`src/rtl/pipe_hazard_ctrl_pkg.sv`:
```
// Shared types for the hazard controller: FSM states, forward-select codes, scoreboard entry.
// Pure declarations: no latency, no flow control.
package pipe_hazard_ctrl_pkg;

    typedef enum logic [1:0] {
        RUN    = 2'b00,
        LSTALL = 2'b01,
        FLUSH  = 2'b10
    } hz_state_e;

    localparam logic [1:0] FWD_RF  = 2'b00;
    localparam logic [1:0] FWD_MEM = 2'b01;
    localparam logic [1:0] FWD_WB  = 2'b10;

    // The key is the part a source register is compared against; mem_to_reg only matters at EX.
    typedef struct packed {
        logic       valid;
        logic       reg_wr;
        logic [4:0] rw;
    } sb_key_t;

    typedef struct packed {
        sb_key_t key;
        logic    mem_to_reg;
    } sb_entry_t;

    localparam sb_entry_t SB_EMPTY = '0;

    function automatic logic [1:0] fwd_sel(input logic mem_hit, input logic wb_hit);
        if (mem_hit) begin
            return FWD_MEM;
        end
        if (wb_hit) begin
            return FWD_WB;
        end
        return FWD_RF;
    endfunction

endpackage

```
`src/rtl/pipe_hazard_ctrl_hz_match.sv`:
```
// Compares one source register against one scoreboard entry; $0 never matches.
// Combinational, zero latency, no flow control.
module hz_match
    import pipe_hazard_ctrl_pkg::*;
(
    input  logic [4:0] src_i,
    input  sb_key_t    ent_i,
    output logic       match_o
);

    assign match_o = ent_i.valid & ent_i.reg_wr & (ent_i.rw == src_i) & (src_i != 5'd0);

endmodule

```
`src/rtl/pipe_hazard_ctrl.sv`:
```
// Hazard controller: EX/MEM/WR scoreboard, forwarding selects, load-use stall and branch flush FSM.
// Outputs are combinational from state and ID inputs; HAZARD_PERF_CNT_EN adds stall/flush counters.
module pipe_hazard_ctrl
    import pipe_hazard_ctrl_pkg::*;
(
    input  logic        clk,
    input  logic        rst_n,
    input  logic        id_valid,
    input  logic [4:0]  id_rs,
    input  logic [4:0]  id_rt,
    input  logic        id_uses_rt,
    input  logic        id_reg_wr,
    input  logic [4:0]  id_rw,
    input  logic        id_mem_to_reg,
    input  logic        ex_br_taken,
    output logic        pc_stall,
    output logic        ifid_stall,
    output logic        idex_bubble,
    output logic        ifid_flush,
    output logic [1:0]  fwd_a,
    output logic [1:0]  fwd_b,
    output logic [1:0]  hz_state
`ifdef HAZARD_PERF_CNT_EN
   ,output logic [15:0] stall_cnt,
    output logic [15:0] flush_cnt
`endif
);

    sb_entry_t ex_q, ex_d, mem_q, mem_d, wr_q, wr_d;
    hz_state_e state_q, state_d;
    sb_key_t   keys [3];
    logic [2:0] hit_rs, hit_rt;
    logic       load_use;

    assign keys[0] = ex_q.key;
    assign keys[1] = mem_q.key;
    assign keys[2] = wr_q.key;

    for (genvar i = 0; i < 3; i++) begin : g_match
        hz_match u_rs (.src_i(id_rs), .ent_i(keys[i]), .match_o(hit_rs[i]));
        hz_match u_rt (.src_i(id_rt), .ent_i(keys[i]), .match_o(hit_rt[i]));
    end

    assign load_use = id_valid & ex_q.mem_to_reg & (hit_rs[0] | (id_uses_rt & hit_rt[0]));
    assign fwd_a    = fwd_sel(hit_rs[1], hit_rs[2]);
    assign fwd_b    = id_uses_rt ? fwd_sel(hit_rt[1], hit_rt[2]) : FWD_RF;
    assign hz_state = state_q;

    always_comb begin
        ex_d = SB_EMPTY;
        if (!idex_bubble) begin
            ex_d.key.valid  = id_valid;
            ex_d.key.reg_wr = id_reg_wr;
            ex_d.key.rw     = id_rw;
            ex_d.mem_to_reg = id_mem_to_reg;
        end
        mem_d = ex_q;
        wr_d  = mem_q;
    end

    always_ff @(posedge clk) begin
        if (!rst_n) begin
            ex_q    <= SB_EMPTY;
            mem_q   <= SB_EMPTY;
            wr_q    <= SB_EMPTY;
            state_q <= RUN;
        end else begin
            ex_q    <= ex_d;
            mem_q   <= mem_d;
            wr_q    <= wr_d;
            state_q <= state_d;
        end
    end

    always_comb begin
        state_d = RUN;
        case (state_q)
            RUN: begin
                if (ex_br_taken) begin
                    state_d = FLUSH;
                end else if (load_use) begin
                    state_d = LSTALL;
                end
            end
            default: state_d = RUN;
        endcase
    end

    // Stall and flush are raised on the cycle that enters LSTALL/FLUSH; those states are the idle
    // recovery cycle, during which any hazard seen in ID is stale and ignored.
    always_comb begin
        pc_stall    = 1'b0;
        ifid_stall  = 1'b0;
        idex_bubble = 1'b0;
        ifid_flush  = 1'b0;
        if (rst_n && state_q == RUN) begin
            if (ex_br_taken) begin
                ifid_flush  = 1'b1;
                idex_bubble = 1'b1;
            end else if (load_use) begin
                pc_stall    = 1'b1;
                ifid_stall  = 1'b1;
                idex_bubble = 1'b1;
            end
        end
    end

`ifdef HAZARD_PERF_CNT_EN
    logic [15:0] stall_cnt_q, flush_cnt_q;

    always_ff @(posedge clk) begin
        if (!rst_n) begin
            stall_cnt_q <= '0;
            flush_cnt_q <= '0;
        end else begin
            if (state_d == LSTALL && stall_cnt_q != 16'hFFFF) begin
                stall_cnt_q <= stall_cnt_q + 16'd1;
            end
            if (state_d == FLUSH && flush_cnt_q != 16'hFFFF) begin
                flush_cnt_q <= flush_cnt_q + 16'd1;
            end
        end
    end

    assign stall_cnt = stall_cnt_q;
    assign flush_cnt = flush_cnt_q;
`endif

endmodule

```
`config.mk`:
```
export PLATFORM = sky130hd
export DESIGN_NAME = pipe_hazard_ctrl
export DESIGN_NICKNAME = d
export VERILOG_FILES = /design/src/rtl/pipe_hazard_ctrl_pkg.sv /design/src/rtl/pipe_hazard_ctrl_hz_match.sv /design/src/rtl/pipe_hazard_ctrl.sv
export SDC_FILE = /design/constraint.sdc
export NUM_CORES = 1
export LEC_CHECK = 0
export BUFFER_PORTS_ARGS = -buffer_cell sky130_fd_sc_hd__buf_2
export CORE_ASPECT_RATIO = 0.5
export CORE_MARGIN = 8
export CORE_UTILIZATION = 35
export CTS_CLUSTER_DIAMETER = 200
export CTS_CLUSTER_SIZE = 16
export DETAILED_ROUTE_END_ITERATION = 8
export GPL_TIMING_DRIVEN = 0
export HOLD_SLACK_MARGIN = 0.12
export MAX_ROUTING_LAYER = met4
export SYNTH_ARGS = -nofsm -noshare
export SYNTH_HDL_FRONTEND = slang
export SYNTH_HIERARCHICAL = 1
export SYNTH_SLANG_ARGS = --single-unit
```
`constraint.sdc`:
```
create_clock -name clk -period 1.4 [get_ports clk]
set_input_delay 0.07 -clock clk [delete_from_list [all_inputs] [get_ports clk]]
set_output_delay 0.07 -clock clk [all_outputs]
set_load 0.005 [all_outputs]
```
==> metrics, run 1 <==
Die H=between 50 and 60 µm; CP Capture Type=output port; pins over their slew limit=0; Worst-Skew Late Latency=~270 ps; cell family with the largest share of critical-path delay=simple AND/OR/NAND/NOR gates; min Tclk post-route=roughly 1900 ps; Die X-Extent=approximately 100 µm; Global Route Usage Sum=a little under an eighth; fillers=approximately 320; cts bufs inserted=3; Period Utilization, post-route=136.4%; DR pass1 iterations=4; Seq cells post-synth=24; failing checks=setup timing; layout cells sized above 1=between 40% and 50%; Clock transition at path regs=~80 ps; initial antenna violation count=0; Min-Delay Path Class=in2reg; Core Area=3416 µm²; largest family of logic cells by synthesized area=simple AND/OR/NAND/NOR gates; final hold vios=0; global-route wire length before repair=5244 µm; outcome=finished, violations left; CTS HTree Levels=1; mux cell area share after synthesis=0%; row count=15; Die Area=approximately 5800 µm²; syn_nets=approximately 160; vias in the first global route=1148; clock root buffer=clkbuf_8; critical path depth=7; # clock sinks=24; PortBufs=31; fin worst setup slack=-509.9 ps; f_max=around 520 MHz; Worst Skew=1.074 ps; fraction of registers with async set or reset after synthesis=0%; Total Neg Setup Slack=-3572 ps; startpoint types=flop; Critical Path AT=between 1500 and 2000 ps; Post-synth EDFFs=0; Top FF cell, synth=dfxtp_1; First DRT Iteration DRCs=67; Routed wire per std cell=between 10 and 15 µm; DR DRC count=0; Crit-path slowest cell=dfxtp_4; syn avg cell area=around 9.3 µm²; R2R depth=7; CTS max path bufs=2; I/O pins=32; Crit path largest cell delay=380 ps; Worst IR Drop VDD=about 0.00044 V; largest net degree at the start of global routing=15; Synth cell types=22; WP data required=1330 ps; gr ovfl total=0; Post-Place Worst Slack=-260.6 ps; final setup vio count=16; starting density of the core=between 30 and 40%; placed wire-length estimate=2351 µm; antenna diode count=0; Pleak=around 0.00076 µW; WS Path Type=reg2out; Syn-to-layout area delta=52.66%; placed cells=~220; Synth Instances=around 130; Seq/Total Area, Yosys=between 30% and 40%; via count=between 1000 and 1500; synthesized area=about 1200 µm²; post-synthesis adder-cell area fraction=0%; pwr/cell area=roughly 870 nW/µm²; worst rel slew slack=roughly three quarters; compound-cell area share of the yosys netlist=approximately an eighth; XOR/XNOR share of the synthesized area=between 10% and 20%; Max Cap Viol=0; critical path, cell by cell=nor4_4 > o21ai_1 > nor3b_2 > a211o_1 > buf_6 > and3_1 > buf_2; Post-Layout Cell Count=between 200 and 250; Via density=approximately 4.8; Synth Warn #=6; Synth Area in Simple Gates=a little over a quarter; placer congestion estimate=0.7741; Total Nets Final=~210; RSZ-0062 raised after global routing=yes; Worst Path Buf+Inv=2; worst slew pin tran=between 300 and 400 ps; hold path depth=3; Power Total=1650 µW; crit path max fanout=4; CTS tree=done; final WL=about 3300 µm; post-route ant nets=0
==> per-layer routing <==
layer	track usage, %	part of all wire, %	vias to the layer above
met5	-	0	-
met4	3.191	0.83	0
met3	2.745	3.2	2
met2	19.30	49	21
met1	13.69	47	523
li1	-	-	569
==> synthesized netlist by cell type, types with 2 or more instances <==
| cell | instances | share of area [%] |
|---|---|---|
| buf_4 | 3 | 1.8 |
| and2_1 | 17 | 8.5 |
| nor4_1 | 6 | 3.0 |
| a31oi_1 | 8 | 4.0 |
| nand3_1 | 6 | 2.4 |
| dfxtp_1 | 24 | 39 |
| o21ai_0 | 6 | 2.4 |
| nor3b_2 | 7 | 7.0 |
| clkbuf_1 | 2 | 0.60 |
| xnor2_1 | 24 | 17 |
| nand2_1 | 9 | 2.7 |
| nor4b_1 | 2 | 1.4 |
| o2111ai_1 | 6 | 4.2 |
| inv_1 | 6 | 1.8 |
==> stage by stage <==
step / utilization (%) / hold slack (ps) / instance area, µm²
after global placement: 43.33 / 301.9 / 1480
after CTS: 51.76 / 277.0 / 1768
after floorplan: - / 146.7 / 1261
after global routing: 55.75 / 269.9 / 1904
after detailed placement: 43.33 / 307.2 / 1480
final: 55.75 / 270.4 / 1904
==> worst reg2reg max path: stages (launching register included) <==
cell	delay (ps)
dfxtp_4	380
nor4_4	260
o21ai_1	70
nor3b_2	170
a211o_1	270
buf_6	120
buf_4	160
a31oi_1	140
==> cell families (layout without fill, tap and decap cells) <==
family | after synthesis | after routing
DFF | 24 | 24
xor gates and xnor gates | 24 | 24
buffers and inverters | 13 | 62
AOI/OAI and AO/OA | 23 | 23
and+or+nand+nor | 50 | 50
==> path summary, 6_finish.rpt <==
kind              slack (ps)  startpoint           to
hold / removal           270       rst_n  hz_state[0]
setup reg to reg        -230     ex_q[2]      ex_q[6]
hold reg to reg          500     keys[7]      keys[0]
setup / recovery        -510     ex_q[2]  idex_bubble
==> report_power, final <==
part / internal (µW) / switching (µW) / total, µW
Sequential: 707 / 44.8 / 752
Combinational: 166 / 128 / 294
Clock: 382 / 222 / 604
==> final cells by class <==
cell class / count / area (µm²) / share of cell area (%)
Clock inverter: 1 / 30.03 / 1.577
Sequential cell: 24 / 506.7 / 26.61
Timing Repair Buffer: 45 / 300.3 / 15.77
Inverter: 6 / 22.52 / 1.183
Buffer: 7 / 50.05 / 2.628
Tap cell: 51 / 63.81 / 3.351
Clock buffer: 3 / 41.29 / 2.168
Multi-Input combinational cell: 97 / 889.6 / 46.71
==> placed cells by master, fill, tap and decap left out, types with 3 or more instances in the layout <==
cell | Yosys | layout
nor3b_2 | 7 | 6
buf_4 | 3 | 5
dfxtp_4 | 0 | 6
dfxtp_1 | 24 | 15
buf_2 | 1 | 30
o21ai_1 | 0 | 4
a31oi_1 | 8 | 7
xnor2_2 | 0 | 10
clkbuf_8 | 0 | 3
nor4_4 | 0 | 3
xnor2_1 | 24 | 14
dlygate4sd3_1 | 0 | 11
nand3_1 | 6 | 6
and2_1 | 17 | 17
inv_1 | 6 | 6
o2111ai_1 | 6 | 4
dfxtp_2 | 0 | 3
buf_6 | 1 | 4
nand2_1 | 9 | 9
==> what timing repair did <==
action / in CTS / in global routing
gates resized for setup: 23 / 21
hold buffers: 11 / 0
setup buffers: 3 / 1
endpoints found under the hold margin: 10 / 0
setup endpoints to repair: 15 / 17
pin swaps: 20 / 13
==> sequential cells by signal, summed over array words and instances (netlist names) <==
signal / count
keys: 14
hz_state: 2
ex_q: 8
Power figures use the tool's default switching activity.
==> run 2, diff against run 1 <==
==> constraint.sdc (replaced) <==
create_clock -name clk -period 1.4 [get_ports clk]
set_input_delay 0.21 -clock clk [delete_from_list [all_inputs] [get_ports clk]]
set_output_delay 0.21 -clock clk [all_outputs]
set_load 0.005 [all_outputs]
==> run 2 against run 1 <==
The run still ends with setup timing left; worst setup slack got worse by 140 ps; via count fell by 4.4%; register-to-register slack barely moved; clock skew barely moved; final cell count fell by 4.3%; power fell by 1.7%; routed wire length fell by 5.3%; hold slack got worse by 110 ps; global-route usage fell by 0.47 points; critical endpoint unchanged; highest routed layer unchanged.
==> metrics, run 2 (synthesis gave the netlist of run 1 again) <==
outcome=finished, violations left; failing checks=setup timing; row count=15; Die H=around 58 µm; cell family with the largest share of critical-path delay=simple AND/OR/NAND/NOR gates; Core Util, Final=about 52%; # hold bufs at CTS=0; Pleak=0.0007202 µW; Critical Path AT=1840 ps; Min-Delay Path Class=in2reg; WP data required=about 1200 ps; final setup vio count=17; f_max=~490 MHz; Worst Skew=1.414 ps; post-route ant nets=0; placer congestion estimate=0.7741; initial antenna violation count=0; DR pass1 iterations=4; CTS tree=done; layout cells sized above 1=between 40% and 50%; I/O pins=32; DR DRC count=0; WS Path Type=reg2out; # clock sinks=24; gr ovfl total=0; min Tclk post-route=between 2000 and 2500 ps; Via density=~4.8; Crit. Startpoint=ex_q[2]; Post-Layout Inst Area=about 1800 µm²; CP Capture Type=output port; antenna diode count=0; Worst Path Buf+Inv=3; vias in the first global route=approximately 1100; CTS max path bufs=2; worst rel slew slack=~74%; Core Area=about 3400 µm²; Routed wire per std cell=13.75 µm; Worst-Skew Late Latency=270 ps; RSZ-0062 raised after global routing=yes; placed cells=216; Hold Startpoint=id_rw[2]; Global Route Usage Sum=approximately 11%; largest net degree at the start of global routing=15; startpoint types=flop; Worst IR Drop VDD=approximately 0.00046 V; CTS HTree Levels=1; starting density of the core=~37%; crit path max fanout=4; most common cell after layout, fill and taps aside=buf_2; pins over their slew limit=0; Cell Area, Placed=approximately 1500 µm²; Die X-Extent=about 100 µm; placed wire-length estimate=approximately 2400 µm; worst slew pin tran=roughly 380 ps; Crit-path slowest cell=dfxtp_4; FF-to-FF Start=ex_q[2]; First DRT Iteration DRCs=52; via count=about 1100; Total Nets Final=roughly 200; PortBufs=31; most frequent cells in the layout=30 x buf_2, 16 x and2_1, 14 x xnor2_1, 13 x dfxtp_1, 10 x xnor2_2; global-route wire length before repair=around 5000 µm; fin worst setup slack=-651.1 ps; pwr/cell area=906.7 nW/µm²; clock root buffer=clkbuf_8; critical path, cell by cell=buf_4 > nor4_4 > o21ai_1 > nor3b_2 > a211o_1 > buf_6 > and3_1 > buf_2; Crit path largest cell delay=between 300 and 400 ps; Clock transition at path regs=roughly 80 ps; Max Cap Viol=0; final hold vios=0; Die Area=around 5800 µm²; Period Utilization, post-route=146.5%; Post-Layout Cell Count=~220; r2r setup slk=-240 ps; final WL=between 3000 and 4000 µm; Largest register FFs=14; Syn-to-layout area delta=43.33%; cts bufs inserted=3
==> run 2: worst paths after layout <==
check,end,cells after the start
worst min-delay path,ex_q[3],3
worst max register to register,ex_q[4],8
worst min register to register,keys[0],1
worst max-delay path,idex_bubble,8
==> run 2: layout make-up <==
type,instances,area (µm²)
clock buffers,3,41.29
multi-input cells,97,877.1
clock inverters,1,30.03
flip-flops and latches,24,509.2
plain buffers,6,38.79
fillers,338,1628
repair buffers,36,205.2
well taps,51,63.81
inverters,6,22.52
==> run 2: power breakdown <==
part	switching, µW	total, µW	internal, µW	leakage [µW]
Sequential	42.7	750	707	0.000203
Combinational	123	270	147	0.000481
Clock	219	601	382	0.0000357
==> run 2: stage by stage <==
stage / setup WS (ps) / setup TNS (ps) / hold slack [ps] / power (µW)
2_1_floorplan: -181.6 / -357.6 / 286.7 / 885.8
3_3_place_gp: -434.9 / -2342 / 441.9 / 967.3
3_5_place_dp: -464.5 / -2701 / 447.2 / 972.6
4_1_cts: -659.8 / -4762 / 160.6 / 1594
5_1_grt: -745.3 / -6228 / 156.9 / 1699
6_report: -651.1 / -4588 / 161.0 / 1621
==> run 2: per-layer routing <==
layer / global-route usage [%] / vias up / share of wire [%] / routed length [µm]
met2: 18.55 / 24 / 48 / 1483
li1: - / 550 / - / -
met4: 3.191 / 0 / 0.88 / 27
met1: 13.07 / 490 / 48 / 1463
met5: - / - / 0 / 0
met3: 2.625 / 2 / 3.4 / 105
==> run 2: repair_timing <==
item                                    in CTS  in global routing
gates cloned                                 0                  0
pin swaps                                   20                 11
endpoints found under the setup margin      16                 17
gates resized for setup                     24                 19
buffers inserted                             4                  1
==> run 2: worst register-to-register path, stage by stage (launching register included) <==
cell     delay, ps
dfxtp_4        380
buf_4          140
nor4_4         130
o21ai_1         90
nor3b_2        170
a211o_1        240
buf_6          120
buf_4          160
a31oi_1        130
